--- config.mk ---
export PLATFORM = sky130hd
export DESIGN_NAME = vcr_ovc_credit_tracker
export DESIGN_NICKNAME = d
export VERILOG_FILES = /design/src/rtl/vcr_ovc_credit_tracker_pkg.sv /design/src/rtl/vcr_ovc_credit_tracker_dff.sv /design/src/rtl/vcr_ovc_credit_tracker.sv
export SDC_FILE = /design/constraint.sdc
export NUM_CORES = 1
export LEC_CHECK = 0
export BUFFER_PORTS_ARGS = -buffer_cell sky130_fd_sc_hd__buf_2
export CAP_MARGIN = 10
export CORE_AREA = 2 2 39 41
export CTS_BUF_LIST = sky130_fd_sc_hd__clkbuf_16
export DETAILED_ROUTE_END_ITERATION = 16
export DIE_AREA = 0 0 41 43
export GPL_TIMING_DRIVEN = 0
export MAX_ROUTING_LAYER = met4
export PLACE_DENSITY = 0.53
export SETUP_SLACK_MARGIN = 0.15
export SLEW_MARGIN = 30
export SYNTH_ARGS = -nofsm -noshare
export SYNTH_HDL_FRONTEND = slang
export SYNTH_HIERARCHICAL = 1
export SYNTH_SLANG_ARGS = --single-unit
--- constraint.sdc ---
create_clock -name clk -period 2 [get_ports clk]
set_clock_uncertainty 0.05 [all_clocks]
set_input_delay 0 -clock clk [delete_from_list [all_inputs] [get_ports clk]]
set_output_delay 0 -clock clk [all_outputs]
set_load 0.01 [all_outputs]
--- src/rtl/vcr_ovc_credit_tracker_pkg.sv ---
// Shared constants and helpers for the output-VC credit tracker.
// Reset-style selectors, error bit positions and the clogb width helper.
package vcr_ovc_credit_tracker_pkg;

    localparam int RESET_TYPE_ASYNC = 0;
    localparam int RESET_TYPE_SYNC  = 1;

    localparam int ERR_UNDERFLOW = 0;
    localparam int ERR_OVERFLOW  = 1;

    // Number of bits needed to encode values 0..value-1.
    function automatic int clogb(input int value);
        int v;
        int bits;
        v    = value - 1;
        bits = 0;
        while (v > 0) begin
            bits = bits + 1;
            v    = v >> 1;
        end
        return (bits < 1) ? 1 : bits;
    endfunction

endpackage

--- src/rtl/vcr_ovc_credit_tracker_dff.sv ---
// Enabled register with selectable async or sync reset to a constant value.
// Holds its value unless active is high on a rising clock edge.
module c_dff
    import vcr_ovc_credit_tracker_pkg::*;
#(
    parameter int              width       = 1,
    parameter int              reset_type  = RESET_TYPE_ASYNC,
    parameter logic [width-1:0] reset_value = '0
) (
    input  logic             clk,
    input  logic             reset,
    input  logic             active,
    input  logic [width-1:0] d,
    output logic [width-1:0] q
);

    logic [width-1:0] state_q;

    generate
        if (reset_type == RESET_TYPE_ASYNC) begin : g_async
            always_ff @(posedge clk or posedge reset) begin
                if (reset) begin
                    state_q <= reset_value;
                end else if (active) begin
                    state_q <= d;
                end
            end
        end else begin : g_sync
            always_ff @(posedge clk) begin
                if (reset) begin
                    state_q <= reset_value;
                end else if (active) begin
                    state_q <= d;
                end
            end
        end
    endgenerate

    assign q = state_q;

endmodule

--- src/rtl/vcr_ovc_credit_tracker.sv ---
// Credit counter for one output VC: tracks free downstream buffer entries and
// flags full/empty plus non-sticky underflow/overflow, saturating on error.
module vcr_ovc_credit_tracker
    import vcr_ovc_credit_tracker_pkg::*;
#(
    parameter int buffer_size = 8,
    parameter int reset_type  = RESET_TYPE_ASYNC
) (
    input  logic       clk,
    input  logic       reset,
    input  logic       flit_valid,
    input  logic       flit_sel,
    input  logic       cred_valid,
    output logic       full,
    output logic       full_prev,
    output logic       empty,
    output logic [1:0] errors
);

    localparam int                FREE_W   = clogb(buffer_size + 1);
    localparam logic [FREE_W-1:0] FREE_MAX = FREE_W'(buffer_size);

    logic              debit;
    logic              credit;
    logic              active;
    logic              at_zero;
    logic              at_full;
    logic [FREE_W-1:0] free_q;
    logic [FREE_W-1:0] free_d;

    // Gating with reset keeps errors quiet and inputs ignored while in reset.
    assign debit   = flit_valid & flit_sel & ~reset;
    assign credit  = cred_valid & ~reset;
    assign active  = debit | credit;
    assign at_zero = (free_q == '0);
    assign at_full = (free_q == FREE_MAX);

    always_comb begin
        free_d = free_q;
        if (debit & ~credit & ~at_zero) begin
            free_d = free_q - FREE_W'(1);
        end else if (credit & ~debit & ~at_full) begin
            free_d = free_q + FREE_W'(1);
        end
    end

    c_dff #(
        .width       (FREE_W),
        .reset_type  (reset_type),
        .reset_value (FREE_MAX)
    ) free_reg (
        .clk    (clk),
        .reset  (reset),
        .active (active),
        .d      (free_d),
        .q      (free_q)
    );

    // A same-cycle credit is deliberately ignored here; it lands next cycle.
    assign full_prev = at_zero;
    assign full      = at_zero | ((free_q == FREE_W'(1)) & debit);
    assign empty     = at_full;

    always_comb begin
        errors                = 2'b00;
        errors[ERR_UNDERFLOW] = debit & at_zero;
        errors[ERR_OVERFLOW]  = credit & ~debit & at_full;
    end

endmodule

=== Word level (Yosys, flattened, before mapping) ===
Cells that the tools add are included.

* Register bits after elaboration: 4
* Logic and storage cells: 27
* Bits in latches: 0
* Bits in read-only memories: 0
* Bits of input ports: 5
* Output and inout bits: 5
* RAM bits: 0
* Memories: 0

* Div/mod/pow operators: 0
* Equal/unequal tests: 2
* Add/subtract/negate cells: 2
* Multipliers: 0
* Reductions and logical operators: 3
* Order comparisons: 0
* Shift operators: 0
* Multiplexer cells: 2
* Bitwise logic cells: 17

{| class="wikitable"
|+ Operator list
! kind !! count
|-
| bitwise AND 1 bit || 10
|-
| 2-to-1 mux 4 bit || 2
|-
| inverter 1 bit || 5
|-
| adder 4 x 1 -> 4 bit (second input constant) || 1
|-
| equality test 4 x 1 -> 1 bit (second input constant) || 1
|-
| equality test 4 bit (second input constant) || 1
|-
| zero test 4 bit || 1
|-
| subtractor 4 x 1 -> 4 bit (second input constant) || 1
|-
| bitwise OR 1 bit || 2
|-
| AND reduction 2 bit || 1
|-
| nonzero test 2 bit || 1
|}

=== Longest topological paths before layout ===
Gate-level depths: netlist of the first run.

* Word-level depth: 7
* Mapped depth: 7
* Gate-level depth less buffers: 7

=== Modules after synthesis ===
The synthesis of the first run kept the hierarchy.

{| class="wikitable"
|+ By module, submodules not included
! module !! seq. area each (µm²) !! instances !! area an instance (µm²) !! cells an instance
|-
| vcr_ovc_credit_tracker || 0.0 || 1 || 244.0 || 36
|-
| c_dff || 101.3 || 1 || 150.1 || 9
|}

=== Least setup slack after synthesis of the first run ===
No wires, ideal clock.

* Path type: register to register
* Start point: register free_reg.state_q[0] (netlist: free_reg/q[0])
* End point: register free_reg.state_q[3] (netlist: free_reg/q[3])
* Stages on the path, launching flop included: 8
* Data arrival time: 1643 ps
* Setup slack: 225 ps
* Data required time: 1868 ps
* Buffers on the path: 0
* Library setup time: 82 ps
* Period minus slack after synthesis: 1775 ps
* Path through: dfrtp_1 > inv_1 > ha_1 > or3b_4 > nand2_2 > o22ai_1 > xor2_1 > mux2_2

* Elaborated cells between the ends (all ways): 12
* Classes of those cells: 2 x add/sub; 1 x eq/ne; 2 x mux; 4 x bitwise; 3 x reduce/logical

{| class="wikitable"
|+ RTL lines
! item !! RTL line !! text
|-
| start, declared || vcr_ovc_credit_tracker_dff.sv:17 || <nowiki>logic [width-1:0] state_q;</nowiki>
|-
| start signal, assigned || vcr_ovc_credit_tracker_dff.sv:23 || <nowiki>state_q <= reset_value;</nowiki>
|-
| parallel branches: the longest is 3 deep, another holds adder 4 x 1 -> 4 bit || n/a ||
|-
| 2-to-1 mux 4 bit * || vcr_ovc_credit_tracker.sv:40 || <nowiki>if (debit & ~credit & ~at_zero) begin</nowiki>
|-
| via free_d[3] || vcr_ovc_credit_tracker.sv:29 || <nowiki>logic [FREE_W-1:0] free_d;</nowiki>
|}

Mark *: on every way through the listed nets, which the timed path passes. The select of a mux whose other input is x is not followed.
A chain may end at the register's enable or synchronous reset.

=== Worst setup path in the final report of the first run ===
Same ends and word-level chain as after synthesis.

==> results.py, run 1 <==
metrics = {
    "finish": {
        "area_growth_pct": 50.2,
        "drive_gt1_share_pct": 48.4,
        "mostFrequentLayoutCell": "buf_2",
        "nNetsFinal": 71,
        "n_antenna_cell": 0,
        "layout_common_cells": "buf_2 (9), inv_1 (5), nand3_1 (4), mux2_2 (4)",
        "largest_reg_flops": 4,
    },
    "clock_tree": {
        "tritoncts": "yes",
        "cts_made_buffers": 3,
        "clock_latency_ns": 0.22,
        "clock_path_buffers": 2,
        "clkSinkCount": 4,
        "cts-root-buf": "clkbuf_16",
        "h-tree-depth": 1,
        "path_clk_slew_ns": 0.03,
    },
    "pwr": {
        "power_density_mw_per_mm2": 1520,
        "p_switching_uw": 293,
        "swShare_pct": 32.5,
        "pwr-share-seq_pct": 20.5,
        "p_clk_share_pct": 34.7,
        "leakagePower_uw": 0.000301,
        "p_int_uw": 608,
        "p_comb_share_pct": 44.8,
        "ir_drop_uv": 680,
    },
    "die": {
        "placementRows": 14,
        "die_area_sq_mm": 0.00176,
        "die_x_um": 41,
        "io_pins": 10,
        "core_sq_mm": 0.00138,
        "start_util_pct": 28.5,
        "die_height_um": 43,
    },
    "sta": {
        "final.setup.tns_ns": 0,
        "setup_viol": 0,
        "worst_pin_slew_ns": 0.207,
        "slew_headroom_pct": 86.1,
        "grt_setup_unrepaired": "false",
        "fin_ws_ns": 0.232,
        "fin_crit_ns": 1.77,
        "fmax_mhz": 566,
        "post-route-period-util_pct": 88.4,
        "hold_violations": 0,
        "report.final.slew_viol_count": 0,
    },
    "synth": {
        "synth_nets": 53,
        "ys_warn_count": 6,
        "syn_inst": 45,
        "syn_area_per_cell_sq_um": 8.76,
        "ys_types": 26,
        "synth_edf_count": 0,
        "synth_ff_type": "dfrtp_1",
        "synth-seq-cells": 4,
        "syn_area_sq_um": 394,
        "seq_area_frac_synth_pct": 25.7,
        "async_flop_share_pct": 100,
    },
    "global_route": {
        "grt_first_pass_wirelength_um": 1300,
        "grt_antenna_before_repair": 0,
        "grt_max_degree": 8,
        "overflow": 0,
        "grt_use_total_pct": 12.0,
        "first_global_vias": 316,
    },
    "routing": {
        "drc": 0,
        "antenna_left": 0,
        "vias": 367,
        "dr.pass1.iters": 2,
        "vias_per_cell": 4.71,
        "drt_wl_total_um": 826,
        "drt_iter0_drc": 1,
        "wl_per_cell_um": 10.6,
    },
    "worst_setup_path": {
        "required_ns": 2.09,
        "path_class": "flip-flop to flip-flop",
        "cp-start-kind": "flip-flop",
        "endpoint_kind": "flip-flop",
        "crit_arrival_ns": 1.86,
        "crit_fanout": 5,
    },
    "placed_design": {
        "gp_congestion": 0.753,
        "dp_hpwl_um": 606,
        "portBuffers": 9,
        "place_ws_ns": 0.0919,
    },
    "run_status": {
        "status": "completed",
    },
    "run": {
        "cap_violations": 0,
    },
    "min_path": {
        "hold_class": "primary input to asynchronous set/reset pin",
    },
}
cell families after synthesis:
group                      synth area share [%]
and+or+nand+nor                            30.2
AOI/OAI and AO/OA                          13.0
adders and majority gates                  9.52
DFF                                        25.7
buffers and inverters                      5.71
muxes                                      11.4
xor gates and xnor gates                   4.45
critical path: stages, from the launching register on:
cell     delay [ns]
dfrtp_2        0.42
inv_4          0.09
ha_4           0.15
or3b_4         0.41
nand2_4        0.08
o22ai_1        0.07
xor2_1         0.14
mux2_2         0.27
cell usage after synthesis (all sizes together), types with 2 or more instances:
library cell / instances / area share (%)
a21oi: 3 / 3.8
ha: 3 / 9.5
nand2: 3 / 3.5
dfrtp: 3 / 19
inv: 6 / 5.7
mux2: 4 / 11
nor3: 2 / 2.5
and3: 2 / 4.4
nand3: 4 / 5.1
power groups by stage:
| stage | logic [uW] | registers, uW | clock network [uW] |
|---|---|---|---|
| 5_1_grt | 450 | 189 | 327 |
| 3_5_place_dp | 306 | 182 | 0 |
| 4_1_cts | 343 | 183 | 320 |
| 6_report | 404 | 185 | 312 |
| 3_3_place_gp | 304 | 182 | 0 |
| 2_1_floorplan | 244 | 169 | 0 |
stage by stage:
step	util [%]	power [uW]	instances	cell area (sq um)	hold slack [ns]
3_3_place_gp	33.2	487	70	459	-0.108
3_5_place_dp	33.2	488	70	459	-0.113
5_1_grt	42.8	967	78	592	0.246
4_1_cts	40.5	846	75	561	0.194
6_report	42.8	901	78	592	0.198
2_1_floorplan	-	412	45	394	-0.285
layer usage:
metal  vias up  track usage (%)  part of all wire (%)
met1       163             14.4                    50
met3         0             4.71                   5.0
met5         -                -                     0
met2         9             14.1                    45
met4         0             12.0                     0
li1        195                -                     -
timing repair:
action,4_1_cts,5_1_grt
buffers inserted,0,3
hold buffers,1,0
gates resized for setup,3,4
endpoints found under the hold margin,4,0
gates cloned,0,0
setup endpoints to repair,2,2
worst paths after layout:
| check | start | to | slack [ns] | cells after the start |
|---|---|---|---|---|
| setup reg to reg | free_reg/q[0]$_DFFE_PP0P_ | free_reg/q[3]$_DFFE_PP1P_ | 0.23 | 7 |
| setup / recovery | free_reg/q[0]$_DFFE_PP0P_ | free_reg/q[3]$_DFFE_PP1P_ | 0.23 | 7 |
| min in group clk | flit_sel | errors[0] | 0.37 | 4 |
| hold reg to reg | free_reg/q[1]$_DFFE_PP0P_ | free_reg/q[1]$_DFFE_PP0P_ | 0.53 | 1 |
| hold / removal | reset | free_reg/q[1]$_DFFE_PP0P_ | 0.20 | 3 |
| max in group asynchronous | reset | free_reg/q[3]$_DFFE_PP1P_ | 1.47 | 3 |
layout make-up:
type                    instances  area (sq um)
inverters                       6          25.0
clock buffers                   3          75.1
repair buffers                 13          77.6
multi-input cells              35           288
fillers                       131           792
flip-flops and latches          4           103
clock inverters                 1          3.75
well taps                      16          20.0
No activity file was read; power rests on OpenSTA's default activity.
==> run 2: changes to the inputs <==
--- a/config.mk
+++ b/config.mk
@@ -5,6 +5,7 @@
 export SDC_FILE = /design/constraint.sdc
 export NUM_CORES = 1
 export LEC_CHECK = 0
+export ABC_AREA = 1
 export BUFFER_PORTS_ARGS = -buffer_cell sky130_fd_sc_hd__buf_2
 export CAP_MARGIN = 10
 export CORE_AREA = 2 2 39 41
@@ -13,7 +14,7 @@
 export DIE_AREA = 0 0 41 43
 export GPL_TIMING_DRIVEN = 0
 export MAX_ROUTING_LAYER = met4
-export PLACE_DENSITY = 0.53
+export PLACE_DENSITY = 0.58
 export SETUP_SLACK_MARGIN = 0.15
 export SLEW_MARGIN = 30
 export SYNTH_ARGS = -nofsm -noshare
==> run 2 against run 1 <==
Utilization increased by 1.8 points. Setup slack improved by 0.17 ns. Power fell by 3.6%. Sequential share of layout area fell by 0.91 points. Hold slack lost 0.011 ns. Synthesized cell count up 80%. Area after synthesis grew 17%. Clock power about the same. Wire length increased by 17%. Cell count up 42%. Non-clock buffer count down 3. Sequential power is 4% lower. Critical path type unchanged. Critical endpoint is now free_reg/q[1]$_DFFE_PP0P_. Largest power group unchanged. Highest routed layer unchanged.
==> results.py, run 2 <==
metrics = {
    "worst_setup_path": {
        "reg2reg_slack_ns": 0.40,
        "endpoint_kind": "flip-flop",
        "crit_fanout": 7,
        "cp-start-kind": "flip-flop",
        "path_class": "flip-flop to flip-flop",
        "crit_arrival_ns": 1.66,
        "required_ns": 2.06,
    },
    "placed_design": {
        "portBuffers": 9,
        "place_ws_ns": 0.406,
        "dp_cells": 106,
        "gp_congestion": 0.733,
        "dp_hpwl_um": 779,
    },
    "finish": {
        "mostFrequentLayoutCell": "nand2_1",
        "drive_gt1_share_pct": 24.2,
        "area_growth_pct": 33.2,
        "n_antenna_cell": 0,
        "nNetsFinal": 104,
        "finalNonFillerCells": 111,
        "layout_common_cells": "nand2_1 (38), inv_1 (12), buf_2 (9), nand3_1 (8)",
        "largest_reg_flops": 4,
    },
    "sta": {
        "post-route-period-util_pct": 80.1,
        "worst_pin_slew_ns": 0.244,
        "report.final.slew_viol_count": 0,
        "fin_ws_ns": 0.398,
        "fin_crit_ns": 1.60,
        "setup_viol": 0,
        "final.setup.tns_ns": 0,
        "fmax_mhz": 624,
        "grt_setup_unrepaired": "false",
        "slew_headroom_pct": 83.7,
        "hold_violations": 0,
    },
    "global_route": {
        "grt_use_total_pct": 14.2,
        "grt_antenna_before_repair": 0,
        "grt_first_pass_wirelength_um": 1670,
        "grt_max_degree": 8,
        "first_global_vias": 420,
        "overflow": 0,
    },
    "routing": {
        "drt_iter0_drc": 7,
        "drc": 0,
        "vias_per_cell": 4.23,
        "wl_per_cell_um": 8.71,
        "antenna_left": 0,
        "vias": 469,
        "drt_wl_total_um": 967,
        "dr.pass1.iters": 4,
    },
    "pwr": {
        "ir_drop_uv": 794,
        "p_clk_share_pct": 36.1,
        "swShare_pct": 39.7,
        "p_switching_uw": 345,
        "pwr-share-seq_pct": 20.5,
        "leakagePower_uw": 0.000382,
        "p_comb_share_pct": 43.4,
        "p_int_uw": 524,
        "power_density_mw_per_mm2": 1410,
    },
    "clock_tree": {
        "path_clk_slew_ns": 0.03,
        "clock_path_buffers": 2,
        "tritoncts": "yes",
        "cts-resized-gates": 0,
        "cts-root-buf": "clkbuf_16",
        "cts_setup_buffers": 0,
        "cts_made_buffers": 3,
        "clkSinkCount": 4,
        "clock_latency_ns": 0.22,
        "holdBufCountCts": 1,
        "h-tree-depth": 1,
    },
    "die": {
        "die_x_um": 41,
        "die_height_um": 43,
        "core_sq_mm": 0.00138,
        "start_util_pct": 33.5,
        "placementRows": 14,
        "io_pins": 10,
        "die_area_sq_mm": 0.00176,
    },
    "synth": {
        "synth-seq-cells": 4,
        "syn_area_sq_um": 463,
        "synth_ff_type": "dfrtp_1",
        "ys_types": 15,
        "netlist_top_cells_area": "nand2_1 (31%), dfrtp_1 (16%), inv_1 (8.9%)",
        "synth_nets": 89,
        "netlist.area_leader.share_pct": 30.8,
        "yosysMostFrequentCell": "nand2_1",
        "synth_top_area_cell": "nand2_1",
        "seq_area_frac_synth_pct": 21.9,
        "synth_edf_count": 0,
        "synth_top_cells_by_count": "nand2_1 (38), inv_1 (11), nand3_1 (8), inv_2 (4), nor2_1 (4)",
        "syn_area_per_cell_sq_um": 5.72,
        "syn_inst": 81,
        "async_flop_share_pct": 100,
        "ys_warn_count": 6,
    },
    "min_path": {
        "hold_class": "primary input to asynchronous set/reset pin",
    },
    "run_status": {
        "status": "completed",
    },
    "run": {
        "cap_violations": 0,
    },
}
## run 2: worst paths after layout
path | endpoint | cells after the start | start
hold reg to reg | free_reg/q[3]$_DFFE_PP1P_ | 2 | free_reg/q[3]$_DFFE_PP1P_
max in group asynchronous | free_reg/q[3]$_DFFE_PP1P_ | 3 | reset
hold / removal | free_reg/q[0]$_DFFE_PP0P_ | 3 | reset
min in group clk | free_reg/q[2]$_DFFE_PP0P_ | 6 | cred_valid
setup / recovery | free_reg/q[1]$_DFFE_PP0P_ | 9 | free_reg/q[0]$_DFFE_PP0P_
setup reg to reg | free_reg/q[1]$_DFFE_PP0P_ | 9 | free_reg/q[0]$_DFFE_PP0P_
## run 2: power by group through the flow
stage | clock network, uW | logic, uW | registers [uW]
after floorplan | 0 | 292 | 165
after global placement | 0 | 374 | 180
after detailed placement | 0 | 378 | 179
after CTS | 320 | 381 | 178
after global routing | 325 | 450 | 187
final | 313 | 377 | 178
## run 2: kinds of logic after synthesis
family / synth area share, %
XOR/XNOR: 1.89
adder cells (fa/ha/maj): 8.11
flip-flops: 21.9
AO/OA/AOI/OAI: 1.08
buffers and inverters: 12.2
AND/OR/NAND/NOR: 54.9
## run 2: worst max-delay path, cell delays in order (launching register included)
cell and delay (ns):
dfrtp_1 0.44, inv_1 0.13, ha_1 0.22, nand3_2 0.14, nand2_1 0.18, nand2_1 0.07, nand3_1 0.08, nand2_1 0.05
nand2_1 0.06, nand2_1 0.06
## run 2: final cells by class
| cell class | count | area (sq um) |
|---|---|---|
| clock buffers | 3 | 75.1 |
| clock inverters | 1 | 3.75 |
| inverters | 15 | 56.3 |
| repair buffers | 10 | 55.1 |
| well taps | 16 | 20.0 |
| multi-input cells | 62 | 305 |
| fillers | 148 | 767 |
| flip-flops and latches | 4 | 101 |
## run 2: routing by layer
metal  track usage [%]  share of wire [%]
met1              19.0                 50
met2              19.1                 46
met3              2.62                4.4
met4              8.67                  0
met5                 -                  0
## run 2: through the flow
step	cell area, sq um	util [%]	hold WS (ns)	total power (uW)
2_1_floorplan	463	-	-0.285	457
3_3_place_gp	528	38.2	-0.129	554
3_5_place_dp	528	38.2	-0.127	557
4_1_cts	617	44.6	0.182	879
5_1_grt	617	44.6	0.231	962
6_report	617	44.6	0.187	869
==> run 3: changes to the inputs <==
--- a/config.mk
+++ b/config.mk
@@ -5,7 +5,7 @@
 export SDC_FILE = /design/constraint.sdc
 export NUM_CORES = 1
 export LEC_CHECK = 0
-export ABC_AREA = 1
+export ABC_AREA = 0
 export BUFFER_PORTS_ARGS = -buffer_cell sky130_fd_sc_hd__buf_2
 export CAP_MARGIN = 10
 export CORE_AREA = 2 2 39 41
@@ -14,7 +14,7 @@
 export DIE_AREA = 0 0 41 43
 export GPL_TIMING_DRIVEN = 0
 export MAX_ROUTING_LAYER = met4
-export PLACE_DENSITY = 0.58
+export PLACE_DENSITY = 0.54
 export SETUP_SLACK_MARGIN = 0.15
 export SLEW_MARGIN = 30
 export SYNTH_ARGS = -nofsm -noshare
==> constraint.sdc (replaced) <==
create_clock -name clk -period 1.41 [get_ports clk]
set_clock_uncertainty 0.05 [all_clocks]
set_input_delay 0 -clock clk [delete_from_list [all_inputs] [get_ports clk]]
set_output_delay 0 -clock clk [all_outputs]
set_load 0.01 [all_outputs]
==> run 3 against run 2 <==
The run now ends with negative setup slack left. Design area is 12% higher. Sequential share of layout area fell by 1.8 points. Register-to-register slack lost 0.68 ns. Non-clock buffer count increased by 9. Sequential power grew 40%. Setup slack got worse by 0.68 ns. Power is 73% higher. Hold slack gained 0.025 ns. Utilization rose by 5.3 points. Wire length is 2.7% higher.
==> results.py, run 3 (same netlist as run 1, synthesis figures left out) <==
metrics = {
    "run_status": {
        "status": "complete, but fails checks",
        "violations": "negative setup slack",
    },
    "finish": {
        "n_antenna_cell": 0,
        "largest_reg_flops": 4,
        "area_growth_pct": 75.2,
        "mostFrequentLayoutCell": "buf_4",
        "fin_area_sq_um": 691,
        "nNetsFinal": 77,
        "layout_common_cells": "buf_4 (8), buf_2 (7), inv_2 (4)",
        "drive_gt1_share_pct": 64.7,
    },
    "global_route": {
        "grt_first_pass_wirelength_um": 1520,
        "grt_max_degree": 8,
        "overflow": 0,
        "first_global_vias": 402,
        "grt_antenna_before_repair": 0,
        "grt_use_total_pct": 13.5,
    },
    "worst_setup_path": {
        "r2r_start": "free_reg/q[0]$_DFFE_PP0P_",
        "path_class": "flip-flop to flip-flop",
        "cp-start-kind": "flip-flop",
        "crit_fanout": 3,
        "crit_chain": "inv_2 -> ha_4 -> or3b_4 -> nand2_4 -> o22ai_2 -> xor2_1 -> mux2_4",
        "reg2reg_depth": 7,
        "required_ns": 1.51,
        "cp_slowest_cell": "or3b_4",
        "slowest_delay_ns": 0.40,
        "reg2reg_slack_ns": -0.28,
        "crit_end": "free_reg/q[3]$_DFFE_PP1P_",
        "endpoint_kind": "flip-flop",
        "critPathLaunch": "free_reg/q[0]$_DFFE_PP0P_",
        "r2r-end": "free_reg/q[3]$_DFFE_PP1P_",
        "crit_arrival_ns": 1.79,
    },
    "sta": {
        "hold_violations": 0,
        "fin_ws_ns": -0.282,
        "slew_headroom_pct": 86.2,
        "fin_crit_ns": 1.69,
        "report.final.slew_viol_count": 0,
        "setup_viol": 8,
        "grt_setup_unrepaired": "true",
        "fmax_mhz": 591,
        "post-route-period-util_pct": 120,
        "whs_ns": 0.212,
        "worst_pin_slew_ns": 0.205,
    },
    "routing": {
        "drt_iter0_drc": 2,
        "antenna_left": 0,
        "drt_wl_total_um": 993,
        "vias_per_cell": 5.06,
        "dr.pass1.iters": 3,
        "wl_per_cell_um": 11.8,
        "vias": 425,
        "drc": 0,
    },
    "clock_tree": {
        "path_clk_slew_ns": 0.03,
        "tritoncts": "yes",
        "clock_path_buffers": 2,
        "cts_made_buffers": 3,
        "clock_latency_ns": 0.22,
        "cts-root-buf": "clkbuf_16",
        "h-tree-depth": 1,
        "clkSinkCount": 4,
    },
    "placed_design": {
        "place_area_sq_um": 472,
        "portBuffers": 9,
        "dp_hpwl_um": 672,
        "place_ws_ns": -0.424,
        "gp_congestion": 0.836,
    },
    "pwr": {
        "ir_drop_uv": 1170,
        "leakagePower_uw": 0.000340,
        "power_density_mw_per_mm2": 2170,
    },
    "die": {
        "start_util_pct": 28.5,
        "core_sq_mm": 0.00138,
        "die_height_um": 43,
        "io_pins": 10,
        "die_x_um": 41,
        "die_area_sq_mm": 0.00176,
        "placementRows": 14,
    },
    "run": {
        "cap_violations": 0,
    },
    "min_path": {
        "hold_class": "primary input to asynchronous set/reset pin",
    },
}
run 3: how the worst min path moves through the flow:
stage | slack (ns) | cells past startpoint | from | endpoint
6_report | 0.21 | 3 | reset | free_reg/q[0]$_DFFE_PP0P_
2_1_floorplan | -0.28 | 1 | reset | free_reg/q[0]$_DFFE_PP0P_
5_1_grt | 0.23 | 3 | reset | free_reg/q[1]$_DFFE_PP0P_
4_1_cts | 0.21 | 3 | reset | free_reg/q[0]$_DFFE_PP0P_
3_5_place_dp | -0.12 | 2 | reset | free_reg/q[2]$_DFFE_PP0P_
3_3_place_gp | -0.12 | 2 | reset | free_reg/q[2]$_DFFE_PP0P_
run 3: what timing repair did:
action / CTS / global route
setup endpoints to repair: 9 / 9
endpoints found under the hold margin: 4 / 0
hold buffers: 1 / 0
gates resized for setup: 6 / 11
buffers inserted: 7 / 2
pin swaps: 4 / 1
run 3: final cells by class:
cell class,count,area (sq um)
well taps,16,20.0
inverters,6,22.5
multi-input cells,35,329
flip-flops and latches,4,101
repair buffers,19,139
fillers,131,693
clock inverters,1,3.75
clock buffers,3,75.1
run 3: routing by layer:
metal  global-route usage (%)  up-vias  share of wire [%]
li1                         -      211                  -
met1                     13.1      204                 41
met2                     22.8       10                 54
met3                     7.85        0                5.3
met4                     2.00        0                  0
met5                        -        -                  0
run 3: where the power goes:
group	switching, uW	total, uW	internal [uW]
Combinational	334	802	468
Sequential	70.8	250	179
Clock	80.3	446	366
run 3: stage by stage:
step	TNS, ns	utilization (%)	total power (uW)	std cells
after floorplan	-0.852	-	630	45
after global placement	-1.36	34.1	748	70
after detailed placement	-1.42	34.1	762	70
after CTS	-1.77	46.4	1390	82
after global routing	-2.26	49.9	1610	84
final	-1.73	49.9	1500	84
run 3: critical path: cells and delay by family, from the launching register on:
family | cells | cell delay, ns
AO/OA/AOI/OAI | 1 | 0.06
buffers and inverters | 1 | 0.09
adder cells (fa/ha/maj) | 1 | 0.13
flip-flops | 1 | 0.39
XOR/XNOR | 1 | 0.14
AND/OR/NAND/NOR | 2 | 0.49
multiplexers | 1 | 0.26
